==> src/rtl/mlp_train_sequencer.sv <==
// mlp_train_sequencer
//
// Synthesizable training/evaluation controller for a Perceptron/Layer model.
// It walks the Data example index through NUM_EPOCHS epochs. Each epoch is a
// training pass, optionally followed by a scored evaluation pass over the
// training set. A final scored test pass over the test set ends the run.
// Predictions come back PRED_LATENCY cycles after the example index changes.
// They are matched against the expected targets captured when the example
// was issued, and hits are counted per epoch and for the test pass.
//
// Ports
//   clk            in   clock, rising edge
//   rst            in   asynchronous active-high reset
//   start          in   begin a run; only honoured in IDLE or DONE
//   abort          in   return to IDLE on the next cycle (beats start)
//   threshold      in   signed class boundary
//   prediction     in   OUTPUT_UNITS x DATA_W signed model outputs
//   expected       in   OUTPUT_UNITS x DATA_W signed targets for the current example
//   example        out  Data example index
//   training       out  weight-update enable to the model
//   busy           out  high outside IDLE/DONE
//   done           out  high in DONE until the next start
//   phase          out  0 idle, 1 train, 2 eval, 3 test
//   epoch          out  current epoch, 0-based
//   epoch_done     out  one-cycle pulse at the end of each epoch
//   epoch_correct  out  eval-pass correct count, valid with epoch_done
//   test_correct   out  test-pass correct count, valid while done
module mlp_train_sequencer #(
  parameter int OUTPUT_UNITS = 1,
  parameter int NUM_TRAIN    = 600,
  parameter int NUM_TEST     = 400,
  parameter int NUM_EPOCHS   = 10,
  parameter int PRED_LATENCY = 1,
  parameter int EVAL_TRAIN   = 1,
  parameter int DATA_W       = 16
) (
  input  logic                           clk,
  input  logic                           rst,
  input  logic                           start,
  input  logic                           abort,
  input  logic [DATA_W-1:0]              threshold,
  input  logic [OUTPUT_UNITS*DATA_W-1:0] prediction,
  input  logic [OUTPUT_UNITS*DATA_W-1:0] expected,
  output logic [31:0]                    example,
  output logic                           training,
  output logic                           busy,
  output logic                           done,
  output logic [1:0]                     phase,
  output logic [31:0]                    epoch,
  output logic                           epoch_done,
  output logic [31:0]                    epoch_correct,
  output logic [31:0]                    test_correct
);

  typedef enum logic [2:0] {
    IDLE, TRAIN, EVAL, DRAIN_E, TEST, DRAIN_T, DONE
  } state_t;

  localparam int          PW         = OUTPUT_UNITS * DATA_W;
  localparam logic [31:0] LAST_TRAIN = 32'(NUM_TRAIN - 1);
  localparam logic [31:0] FIRST_TEST = 32'(NUM_TRAIN);
  localparam logic [31:0] LAST_TEST  = 32'(NUM_TRAIN + NUM_TEST - 1);
  localparam logic [31:0] LAST_DRAIN = 32'(PRED_LATENCY - 1);
  localparam logic [31:0] LAST_EPOCH = 32'(NUM_EPOCHS - 1);
  localparam logic [31:0] TRAIN_MAX  = 32'(NUM_TRAIN);
  localparam logic [31:0] TEST_MAX   = 32'(NUM_TEST);

  state_t                  state, state_next;
  logic                    issue, epoch_end, last_epoch;
  logic [31:0]             drain_cnt, eval_count, eval_count_nxt;
  logic [PRED_LATENCY-1:0] pipe_valid, pipe_test;
  logic [PW-1:0]           pipe_exp [PRED_LATENCY];
  logic                    agree, hit, eval_hit, test_hit;

  assign last_epoch = (epoch == LAST_EPOCH);

  // State register.
  always_ff @(posedge clk or posedge rst) begin
    if (rst) state <= IDLE;
    else     state <= state_next;
  end

  // Next-state logic and the outputs that depend only on the current state.
  // issue marks a cycle whose example must be scored later. epoch_end marks
  // the final cycle of an epoch, which is the last drain cycle when an eval
  // pass runs and the last train cycle when it does not. abort overrides
  // every transition and also suppresses issue and epoch_end, so an aborted
  // epoch never pulses.
  always_comb begin
    state_next = state;
    training   = 1'b0;
    busy       = 1'b1;
    done       = 1'b0;
    phase      = 2'd0;
    issue      = 1'b0;
    epoch_end  = 1'b0;
    case (state)
      IDLE, DONE: begin
        busy = 1'b0;
        done = (state == DONE);
        if (start) state_next = (NUM_EPOCHS == 0) ? TEST : TRAIN;
      end
      TRAIN: begin
        training = 1'b1;
        phase    = 2'd1;
        if (example == LAST_TRAIN) begin
          if (EVAL_TRAIN != 0) begin
            state_next = EVAL;
          end else begin
            epoch_end  = 1'b1;
            state_next = last_epoch ? TEST : TRAIN;
          end
        end
      end
      EVAL: begin
        phase = 2'd2;
        issue = 1'b1;
        if (example == LAST_TRAIN) state_next = DRAIN_E;
      end
      DRAIN_E: begin
        phase = 2'd2;
        if (drain_cnt == LAST_DRAIN) begin
          epoch_end  = 1'b1;
          state_next = last_epoch ? TEST : TRAIN;
        end
      end
      TEST: begin
        phase = 2'd3;
        issue = 1'b1;
        if (example == LAST_TEST) state_next = DRAIN_T;
      end
      DRAIN_T: begin
        phase = 2'd3;
        if (drain_cnt == LAST_DRAIN) state_next = DONE;
      end
      default: state_next = IDLE;
    endcase
    if (abort) begin
      state_next = IDLE;
      issue      = 1'b0;
      epoch_end  = 1'b0;
    end
  end

  // A prediction is correct only when every channel lands on the same side
  // of the threshold as its delayed target (signed compare).
  always_comb begin
    agree = 1'b1;
    for (int i = 0; i < OUTPUT_UNITS; i++) begin
      if (($signed(prediction[i*DATA_W +: DATA_W]) < $signed(threshold)) !=
          ($signed(pipe_exp[PRED_LATENCY-1][i*DATA_W +: DATA_W]) < $signed(threshold)))
        agree = 1'b0;
    end
  end

  assign hit            = pipe_valid[PRED_LATENCY-1] && agree && !abort;
  assign eval_hit       = hit && !pipe_test[PRED_LATENCY-1];
  assign test_hit       = hit && pipe_test[PRED_LATENCY-1];
  assign eval_count_nxt = (eval_hit && (eval_count < TRAIN_MAX)) ? eval_count + 32'd1 : eval_count;

  // Datapath: example index, epoch counter, score pipeline and counters.
  // The score pipeline carries a valid flag, a test/eval tag and the targets
  // of every issued example. At each epoch end, epoch_correct takes the
  // running eval count, including a hit that lands in that same cycle.
  always_ff @(posedge clk or posedge rst) begin
    if (rst) begin
      example       <= '0;
      epoch         <= '0;
      epoch_done    <= 1'b0;
      epoch_correct <= '0;
      test_correct  <= '0;
      eval_count    <= '0;
      drain_cnt     <= '0;
      pipe_valid    <= '0;
      pipe_test     <= '0;
      for (int i = 0; i < PRED_LATENCY; i++) pipe_exp[i] <= '0;
    end else begin
      epoch_done <= 1'b0;
      if ((state_next == state) && ((state == DRAIN_E) || (state == DRAIN_T)))
        drain_cnt <= drain_cnt + 32'd1;
      else
        drain_cnt <= '0;

      if (abort) begin
        pipe_valid <= '0;
        pipe_test  <= '0;
      end else begin
        pipe_valid[0] <= issue;
        pipe_test[0]  <= (state == TEST);
        pipe_exp[0]   <= expected;
        for (int i = PRED_LATENCY - 1; i > 0; i--) begin
          pipe_valid[i] <= pipe_valid[i-1];
          pipe_test[i]  <= pipe_test[i-1];
          pipe_exp[i]   <= pipe_exp[i-1];
        end

        eval_count <= eval_count_nxt;
        if (test_hit && (test_correct < TEST_MAX))
          test_correct <= test_correct + 32'd1;

        case (state)
          IDLE, DONE: begin
            if (start) begin
              example      <= (NUM_EPOCHS == 0) ? FIRST_TEST : '0;
              epoch        <= '0;
              test_correct <= '0;
            end
          end
          TRAIN: begin
            if (example != LAST_TRAIN) begin
              example <= example + 32'd1;
            end else if (EVAL_TRAIN != 0) begin
              example    <= '0;
              eval_count <= '0;
            end
          end
          EVAL, TEST: begin
            if (state_next == state) example <= example + 32'd1;
          end
          default: ;
        endcase

        if (epoch_end) begin
          example       <= last_epoch ? FIRST_TEST : '0;
          epoch         <= epoch + 32'd1;
          epoch_done    <= 1'b1;
          epoch_correct <= (EVAL_TRAIN != 0) ? eval_count_nxt : '0;
        end
      end
    end
  end

endmodule
==> config.mk <==
export PLATFORM = sky130hd
export DESIGN_NAME = mlp_train_sequencer
export DESIGN_NICKNAME = d
export VERILOG_FILES = /design/src/rtl/mlp_train_sequencer.sv
export SDC_FILE = /design/constraint.sdc
export NUM_CORES = 1
export LEC_CHECK = 0
export ABC_AREA = 0
export CORE_UTILIZATION = 45
export DETAILED_ROUTE_END_ITERATION = 8
export PLACE_DENSITY = 0.72
export SLEW_MARGIN = 30
export SYNTH_ARGS = -nofsm -noshare
export SYNTH_HDL_FRONTEND = slang
export SYNTH_SLANG_ARGS = --single-unit
export TNS_END_PERCENT = 50
==> constraint.sdc <==
create_clock -name clk -period 11 [get_ports clk]
set_input_delay 3.3 -clock clk [delete_from_list [all_inputs] [get_ports clk]]
set_output_delay 3.3 -clock clk [all_outputs]
set_load 0.01 [all_outputs]
==> results of run 1 <==
-- layer usage --
layer / share of wire, % / wire (um) / vias to the layer above / GRT usage [%]
li1: - / - / 4189 / -
met1: 45 / 11410 / 4197 / 29.31
met2: 48 / 12310 / 217 / 36.42
met3: 5.0 / 1273 / 48 / 3.333
met4: 2.4 / 619 / 0 / 6.956
met5: 0 / 0 / - / 0
-- state kept, by name, summed over array words and instances (netlist names) --
register / count
pipe_exp: 16
epoch: 32
epoch_done: 1
example: 32
test_correct: 32
pipe_valid: 1
pipe_test: 1
drain_cnt: 32
epoch_correct: 32
eval_count: 32
state: 3
-- layout make-up --
cell class                      instances  area [sq um]  share of cell area [%]
Multi-Input combinational cell        815          5054                   37.17
Tap cell                              319         399.1                   2.936
Sequential cell                       214          5355                   39.39
Inverter                               30         125.1                  0.9203
Timing Repair Buffer                  188          1873                   13.78
Clock buffer                           39         768.2                   5.651
Clock inverter                          3         21.27                  0.1565
-- layout by cell type, fill, tap and decap left out, drive strengths merged, types with 3 or more instances in the layout --
cell	count
o31a	3
nor3	17
nor4	32
nor2	107
a21o	7
a21oi	17
dfrtp	214
and3	24
and2	32
nor4b	6
a22o	3
or3	10
nand4	28
mux2i	9
buf	4
inv	30
nand3	85
nand2	161
a31oi	7
or4	3
xnor2	20
ha	37
clkdlybuf4s50	184
and4	8
o21ai	60
nand2b	5
a221o	3
nor2b	26
o31ai	8
clkbuf	39
xor2	41
nand3b	8
mux2	17
o211ai	5
-- per-stage QoR --
| stage | setup WS [ns] | utilization (%) |
|---|---|---|
| 3_3_place_gp | 4.782 | 54.66 |
| 6_report | 5.234 | 58.09 |
| 4_1_cts | 5.253 | 58.05 |
| 3_5_place_dp | 4.711 | 54.67 |
| 2_1_floorplan | 1.849 | - |
| 5_1_grt | 5.078 | 58.09 |
-- path summary, 6_finish.rpt --
| kind | start | end | slack, ns | cells past startpoint |
|---|---|---|---|---|
| max in group asynchronous | rst | test_correct[23]$_DFFE_PP0N_ | 6.51 | 3 |
| worst max-delay path | threshold[5] | eval_count[2]$_DFFE_PP0N_ | 5.23 | 12 |
| worst min register to register | epoch_correct[14]$_DFFE_PP0P_ | epoch_correct[14]$_DFFE_PP0P_ | 0.46 | 2 |
| worst max register to register | example[0]$_DFFE_PP0P_ | drain_cnt[6]$_DFF_PP0_ | 7.66 | 8 |
| min in group asynchronous | rst | pipe_exp[5]$_DFFE_PP0N_ | 3.25 | 2 |
| worst min-delay path | epoch_correct[14]$_DFFE_PP0P_ | epoch_correct[14]$_DFFE_PP0P_ | 0.46 | 2 |
-- report_power, final --
part           switching (uW)  leakage, uW  internal, uW
Sequential               6.51      0.00294           795
Clock                     315     0.000387           475
Combinational            69.7      0.00267          51.6
Total                     391      0.00600          1320
-- worst min-delay path: cells and delay by family (launching register included) --
family | cells | cell delay, ns
simple gates | 2 | 0.10
flops | 1 | 0.34
-- cell families (layout without fill, tap and decap cells) --
kind of cell             Yosys count  in the layout
XOR/XNOR                          61             61
buffers and inverters             73            260
AO/OA/AOI/OAI                    130            130
adder cells (fa/ha/maj)           37             37
AND/OR/NAND/NOR                  561            561
multiplexers                      26             26
flip-flops                       214            214
==> run_results.csv, run 1 <==
group,metric,value,unit
floorplanning,die_width,156.1,um
yosys,synthArstFlopShare,100.0,%
finish,fin_cells,1608,
timing,rsz0062_at_grt,"false",
yosys,synth_compound_area_share,7.660,%
timing,holdWs,0.4631,ns
worst_setup_path,critPathSlowestCell,"or4_1",
timing,max_freq,173.4,MHz
route,routed_wl,25610,um
worst_setup_path,cpLargestDelayFamily,"compound AO/OA/AOI/OAI gates",
worst_setup_path,path_class,"in -> reg",
timing,finalSetupTns,0,ns
global_routing,grt_pass1_wl,43480,um
timing,slew_headroom,39.37,%
route,first_pass_iters,5,
route,avgRoutedWirePerCell,15.93,um
global_routing,grt-ovfl-total,0,
timing,maxSlewViolCount,0,
worst_setup_path,worstPathArrival,6.22,ns
worst_setup_path,crit_chain,"clkdlybuf4s50_1 > inv_1 > ha_1 > a21oi_1 > o21ai_1 > a221o_1 > a21o_1 > mux2i_4 > xnor2_4 > nand3_2 > or4_1 > nand3_1",
yosys,syn_nets,1191,
floorplanning,start_util,45.65,%
yosys,yosysTopAreaCell,"dfrtp_1",
floorplanning,dieArea,24360,sq um
global_routing,grt_pass1_vias,8574,
finish,nets,1362,
finish,n_fill_cell,2067,
placed_design,port_buffers,185,
clock_network,cts_tree,"built",
power_and_ir_drop,power.static_leakage,0.006004,uW
yosys,synth_edf_count,0,
yosys,yosysUniqueCellTypes,74,
floorplanning,fp-row-count,56,
yosys,syn_inst,1102,
clock_network,insertion_delay,0.52,ns
timing,fin_crit_sh,52.42,%
timing,hold_viol,0,
worst_setup_path,path_buf_inv,2,
placed_design,place.detailed.hpwl,17950,um
yosys,synth_fa_ha_area_share,4.334,%
yosys,ys.flop_type,"dfrtp_1",
finish,antenna_cells,0,
power_and_ir_drop,ir_drop,87.37,uV
global_routing,grt_max_degree,133,
clock_network,cts_root_buffer,"clkbuf_16",
yosys,synthTopCellsByCount,"dfrtp_1, nand2_1, nor2_1, nand3_1, o21ai_0",
finish,layout-drive-gt1-share,7.137,%
timing,tightestPinTransition,0.9094,ns
floorplanning,io_pins,186,
route,drc,0,
clock_network,post-cts-setup-buffers,0,
placed_design,place_congestion,0.8507,
yosys,synth_seq_cells,214,
route,vias_per_cell,5.380,
yosys,synthSimpleGateAreaFrac,26.99,%
worst_setup_path,max_stage_delay,0.49,ns
yosys,synth_xor_area_share,5.353,%
run,max_cap_violations,0,
clock_network,clkTransAtPathRegs,0.06,ns
clock_network,post_cts_resized,0,
floorplanning,core_area,23400,sq um
yosys,synth_area,10680,sq um
timing,final-setup-viol-count,0,
yosys,yosysWarnings,0,
global_routing,grt_antenna_before_repair,0,
timing,layout_min_cycle_time,5.766,ns
placed_design,placed_area,12790,sq um
yosys,yosysMostFrequentCell,"dfrtp_1",
worst_setup_path,cp-start-kind,"input port",
outcome,status,"finished, final reports clean",
worst_setup_path,cp-end-kind,"register",
route,vias,8651,
route,dr.first_iter.drc_count,617,
clock_network,holdBufCountCts,0,
power_and_ir_drop,p_total,1712,uW
clock_network,clk_path_buf_depth,3,
yosys,synth_top_family_by_area,"simple AND/OR/NAND/NOR gates",
yosys,synth_seq_area_share,50.13,%
power_and_ir_drop,p_per_area,125.9,nW/um^2
clock_network,cts_buffers,24,
finish,fin_area,13600,sq um
yosys,synth_mux_area_share,2.870,%
yosys,synth_top_area_share,50.13,%
timing,fin_worst_skew,0.009912,ns
yosys,yosys-top-cells-area,"dfrtp_1, nand2_1, ha_1, nand3_1, nor2_1",
worst_setup_path,critPathRequiredTime,11.45,ns
clock_network,htree_levels,1,
global_routing,grtUsageTotal,21.89,%
worst_setup_path,cp_max_fo,6,
floorplanning,die_height,156.1,um
hold_path,hold_path.class,"reg -> reg",
placed_design,dpl.cell_count,1566,
yosys,avgSynthCellArea,9.694,sq um
route,ant_nets,0,
clock_network,clock_sinks,214,
finish,area_growth,27.27,%
(Power assumes the default switching activity.)
==> inputs of run 2 (changes only) <==
==> constraint.sdc (replaced) <==
create_clock -name clk -period 5.4 [get_ports clk]
set_input_delay 1.62 -clock clk [delete_from_list [all_inputs] [get_ports clk]]
set_output_delay 1.62 -clock clk [all_outputs]
set_load 0.01 [all_outputs]
==> run_results.csv, run 2 (synthesized netlist as in run 1, its figures left out) <==
group,metric,value,unit
timing,slew_headroom,37.35,%
finish,layout-drive-gt1-share,7.579,%
worst_setup_path,cp-start-kind,"input port",
timing,maxSlewViolCount,0,
outcome,status,"finished, final reports clean",
floorplanning,start_util,45.65,%
timing,fin_worst_skew,0.01917,ns
timing,layout_min_cycle_time,4.041,ns
clock_network,clkTransAtPathRegs,0.06,ns
floorplanning,die_height,156.1,um
global_routing,grt_pass1_wl,42670,um
global_routing,grt_pass1_vias,8554,
finish,fin_cells,1612,
finish,antenna_cells,0,
clock_network,cts_buffers,24,
worst_setup_path,path_class,"in -> reg",
timing,holdWs,0.4624,ns
clock_network,clock_sinks,214,
clock_network,post-cts-setup-buffers,0,
timing,final-setup-viol-count,0,
clock_network,holdBufCountCts,0,
power_and_ir_drop,p_per_area,257.3,nW/um^2
run,max_cap_violations,0,
placed_design,dpl.cell_count,1570,
floorplanning,dieArea,24360,sq um
worst_setup_path,cp_max_fo,6,
route,routed_wl,25610,um
clock_network,clk_path_buf_depth,3,
global_routing,grt-ovfl-total,0,
route,vias,8639,
global_routing,grt_max_degree,116,
global_routing,grt_antenna_before_repair,0,
timing,hold_viol,0,
worst_setup_path,critPathRequiredTime,5.85,ns
finish,mostFrequentLayoutCell,"dfrtp_1",
placed_design,port_buffers,185,
clock_network,cts_root_buffer,"clkbuf_16",
finish,n_fill_cell,2066,
finish,nets,1366,
timing,fin_crit_sh,74.84,%
finish,area_growth,27.92,%
floorplanning,die_width,156.1,um
clock_network,post_cts_resized,0,
placed_design,place.detailed.hpwl,18320,um
timing,tightestPinTransition,0.9311,ns
clock_network,cts_tree,"built",
floorplanning,core_area,23400,sq um
route,drc,0,
placed_design,place_congestion,0.8585,
floorplanning,io_pins,186,
route,vias_per_cell,5.359,
power_and_ir_drop,ir_drop,241.8,uV
clock_network,insertion_delay,0.51,ns
hold_path,hold_path.class,"reg -> reg",
worst_setup_path,cp-end-kind,"register",
timing,rsz0062_at_grt,"false",
global_routing,grtUsageTotal,21.59,%
route,first_pass_iters,5,
finish,final_cell_mix,"dfrtp_1, clkdlybuf4s50_1, nand2_1",
route,ant_nets,0,
power_and_ir_drop,power.static_leakage,0.006035,uW
timing,finalSetupTns,0,ns
floorplanning,fp-row-count,56,
route,dr.first_iter.drc_count,547,
worst_setup_path,worstPathArrival,4.49,ns
route,avgRoutedWirePerCell,15.89,um
timing,max_freq,247.4,MHz
clock_network,htree_levels,1,
## run 2: cell count changes in the layout (fill, tap and decap cells not counted), moves of 2 or more
cell / previous run / this run
bufinv_16: 0 / 2
clkbuf_8: 9 / 5
clkinv_2: 1 / 4
clkinvlp_4: 1 / 3
clkbuf_1: 5 / 3
buf_4: 2 / 5
buf_12: 0 / 2
## run 2: final cells by class
| cell class | instances | area (sq um) | share of cell area (%) |
|---|---|---|---|
| Clock inverter | 9 | 103.9 | 0.7599 |
| Tap cell | 319 | 399.1 | 2.921 |
| Clock buffer | 33 | 705.7 | 5.164 |
| Inverter | 30 | 116.4 | 0.8515 |
| Sequential cell | 214 | 5355 | 39.19 |
| Timing Repair Buffer | 192 | 1924 | 14.08 |
| Multi-Input combinational cell | 815 | 5061 | 37.04 |
## run 2: path summary, 6_finish.rpt
check,from,to,slack (ns),depth (start not counted)
max,threshold[7],eval_count[2]$_DFFE_PP0N_,1.36,12
min,epoch_correct[18]$_DFFE_PP0P_,epoch_correct[18]$_DFFE_PP0P_,0.46,2
max reg2reg,example[20]$_DFFE_PP0P_,drain_cnt[9]$_DFF_PP0_,2.03,7
min reg2reg,epoch_correct[18]$_DFFE_PP0P_,epoch_correct[18]$_DFFE_PP0P_,0.46,2
max in group asynchronous,rst,example[20]$_DFFE_PP0P_,2.83,3
min in group asynchronous,rst,epoch_correct[5]$_DFFE_PP0P_,1.55,2
## run 2: power by group
group / switching (uW) / internal [uW]
Combinational: 142 / 108
Sequential: 12.8 / 1620
Clock: 628 / 1010
## run 2: through the flow
stage	util (%)	total power, uW	setup slack, ns	area (sq um)
global route	58.39	3667	1.171	13670
finish	58.39	3516	1.359	13670
floorplan	-	1821	0.9958	10690
detailed placement	54.88	1915	0.8225	12840
global placement	54.88	1907	0.8977	12840
CTS	58.34	3564	1.350	13650
## run 2: routing by layer
metal	global-route usage, %	part of all wire (%)	wire [um]	vias up
li1	-	-	-	4187
met1	28.14	45	11400	4186
met2	36.05	47	12150	210
met3	3.806	4.9	1249	56
met4	7.703	3.1	800	0
met5	0	0	0	-
## run 2: worst max-delay path, stage by stage
cell and delay [ns]:
clkdlybuf4s50_1 0.47, inv_1 0.06, ha_1 0.31, a21oi_1 0.14, o21ai_1 0.08, a221o_1 0.33, a21o_1 0.21, mux2i_4 0.32
xnor2_4 0.20, nand3_2 0.17, or4_1 0.49, nand3_1 0.09
==> inputs of run 3 (changes only) <==
--- a/config.mk
+++ b/config.mk
@@ -8,7 +8,7 @@
 export ABC_AREA = 0
 export CORE_UTILIZATION = 45
 export DETAILED_ROUTE_END_ITERATION = 8
-export PLACE_DENSITY = 0.72
+export PLACE_DENSITY = 0.74
 export SLEW_MARGIN = 30
 export SYNTH_ARGS = -nofsm -noshare
 export SYNTH_HDL_FRONTEND = slang
==> constraint.sdc (replaced) <==
create_clock -name clk -period 3.7 [get_ports clk]
set_input_delay 1.11 -clock clk [delete_from_list [all_inputs] [get_ports clk]]
set_output_delay 1.11 -clock clk [all_outputs]
set_load 0.01 [all_outputs]
==> run_results.csv, run 3 (synthesized netlist as in run 1, its figures left out) <==
group,metric,value,unit
finish,final_cell_mix,"dfrtp_1, clkdlybuf4s50_1, nand2_1",
timing,fin_worst_skew,0.01254,ns
global_routing,use_met3,3.611,%
placed_design,port_buffers,185,
run,max_cap_violations,0,
floorplanning,die_height,156.1,um
worst_setup_path,max_stage_delay,0.46,ns
finish,multi_input_area,5047,sq um
finish,seq_area,5355,sq um
clock_network,clkTransAtPathRegs,0.06,ns
finish,antenna_cells,0,
clock_network,clock_sinks,214,
worst_setup_path,critPathSlowestCell,"clkdlybuf4s50_1",
power_and_ir_drop,p_total,5435,uW
floorplanning,core_area,23400,sq um
timing,tightestPinTransition,0.7876,ns
route,routed_wl,25040,um
global_routing,met2_usage,35.27,%
power_and_ir_drop,ir_drop,250.0,uV
global_routing,grt-ovfl-total,0,
power_and_ir_drop,power.static_leakage,0.006186,uW
worst_setup_path,path_buf_inv,3,
placed_design,place.detailed.hpwl,18140,um
finish,fin_area,13920,sq um
finish,n_fill_cell,1975,
power_and_ir_drop,p_per_area,390.4,nW/um^2
placed_design,place_congestion,0.8442,
clock_network,cts_tree,"built",
global_routing,grt_pass1_vias,8386,
worst_setup_path,cp-end-kind,"register",
worst_setup_path,cp-start-kind,"input port",
finish,nets,1387,
global_routing,grt_max_degree,80,
placed_design,dpl.cell_count,1591,
route,avgRoutedWirePerCell,15.32,um
worst_setup_path,crit_chain,"clkdlybuf4s50_1 > inv_1 > ha_1 > a21oi_1 > o21ai_1 > a221o_1 > a21o_1 > mux2i_4 > buf_12 > xor2_4 > nor3_2 > a31oi_1 > a21oi_1",
worst_setup_path,crit_path_frequent_cell,"a21oi_1",
clock_network,post-cts-setup-buffers,0,
finish,mostFrequentLayoutCell,"dfrtp_1",
hold_path,hold_path.class,"reg -> reg",
timing,layout_min_cycle_time,3.519,ns
route,dr.first_iter.drc_count,530,
clock_network,cts_buffers,24,
route,vias_per_cell,5.348,
floorplanning,dieArea,24360,sq um
route,drc,0,
clock_network,insertion_delay,0.51,ns
timing,maxSlewViolCount,0,
worst_setup_path,worstPathArrival,3.91,ns
finish,post-route-util,59.49,%
timing,slew_headroom,47.50,%
outcome,status,"finished, final reports clean",
global_routing,grt_antenna_before_repair,0,
clock_network,cts_root_buffer,"clkbuf_16",
clock_network,clk_path_buf_depth,3,
worst_setup_path,critPathRequiredTime,4.09,ns
finish,layout-drive-gt1-share,8.897,%
global_routing,met1_usage,28.43,%
finish,fin_cells,1634,
worst_setup_path,path_class,"in -> reg",
timing,hold_viol,0,
timing,fin_crit_sh,95.12,%
global_routing,top_usage_layer,"met2",
finish,area_growth,30.32,%
placed_design,placed_area,13030,sq um
floorplanning,fp-row-count,56,
route,first_pass_iters,5,
global_routing,grt_pass1_wl,42100,um
clock_network,post_cts_resized,0,
worst_setup_path,cp_max_fo,8,
floorplanning,io_pins,186,
worst_setup_path,cpLargestDelayFamily,"compound AO/OA/AOI/OAI gates",
timing,rsz0062_at_grt,"false",
global_routing,grtUsageTotal,21.21,%
floorplanning,start_util,45.65,%
timing,max_freq,284.1,MHz
route,ant_nets,0,
clock_network,holdBufCountCts,0,
clock_network,htree_levels,1,
timing,final-setup-viol-count,0,
floorplanning,die_width,156.1,um
route,vias,8739,
run 3: cell count changes in the layout (fill, tap and decap cells not counted), sizes merged:
| cell | change |
|---|---|
| bufinv | +4 |
| buf | +21 |
| inv | +1 |
| clkinvlp | -1 |
| clkbuf | -1 |
| clkinv | -2 |
run 3: cell type report:
cell class	count	area share, %
flip-flops and latches	214	38.47
multi-input cells	815	36.25
repair buffers	213	15.13
clock buffers	32	4.898
well taps	319	2.867
clock inverters	11	1.546
inverters	30	0.8358
run 3: path summary, 6_finish.rpt:
kind / endpoint / slack (ns) / depth (start not counted) / start
hold reg to reg: epoch_correct[15]$_DFFE_PP0P_ / 0.46 / 2 / epoch_correct[15]$_DFFE_PP0P_
setup reg to reg: drain_cnt[5]$_DFF_PP0_ / 0.54 / 9 / example[0]$_DFFE_PP0P_
setup / recovery: epoch_correct[9]$_DFFE_PP0P_ / 0.18 / 13 / threshold[7]
min in group asynchronous: epoch_correct[0]$_DFFE_PP0P_ / 1.12 / 3 / rst
hold / removal: epoch_correct[15]$_DFFE_PP0P_ / 0.46 / 2 / epoch_correct[15]$_DFFE_PP0P_
max in group asynchronous: example[0]$_DFFE_PP0P_ / 2.19 / 3 / rst
run 3: where the power goes:
part	internal [uW]	total, uW	switching, uW
combinational	182	394	213
clock	1710	2660	945
sequential	2360	2380	19.5
total	4260	5430	1180
run 3: through the flow:
stage               hold WS [ns]  TNS, ns  worst slack [ns]
CTS                       0.4685        0            0.2171
finish                    0.4616        0            0.1806
floorplan                 0.4602   -41.55           -0.1942
detailed placement        0.4556   -5.063           -0.3155
global placement          0.4486   -3.077           -0.2413
global route              0.4804        0           0.02730
run 3: metal layers:
metal,part of all wire [%],up-vias
li1,-,4253
met1,45,4238
met2,48,212
met3,5.2,36
met4,2.0,0
met5,0,-
run 3: worst min-delay path: stages, from the launching register on:
cell,delay (ns)
dfrtp_1,0.34
nand2_1,0.05
nand2_1,0.04
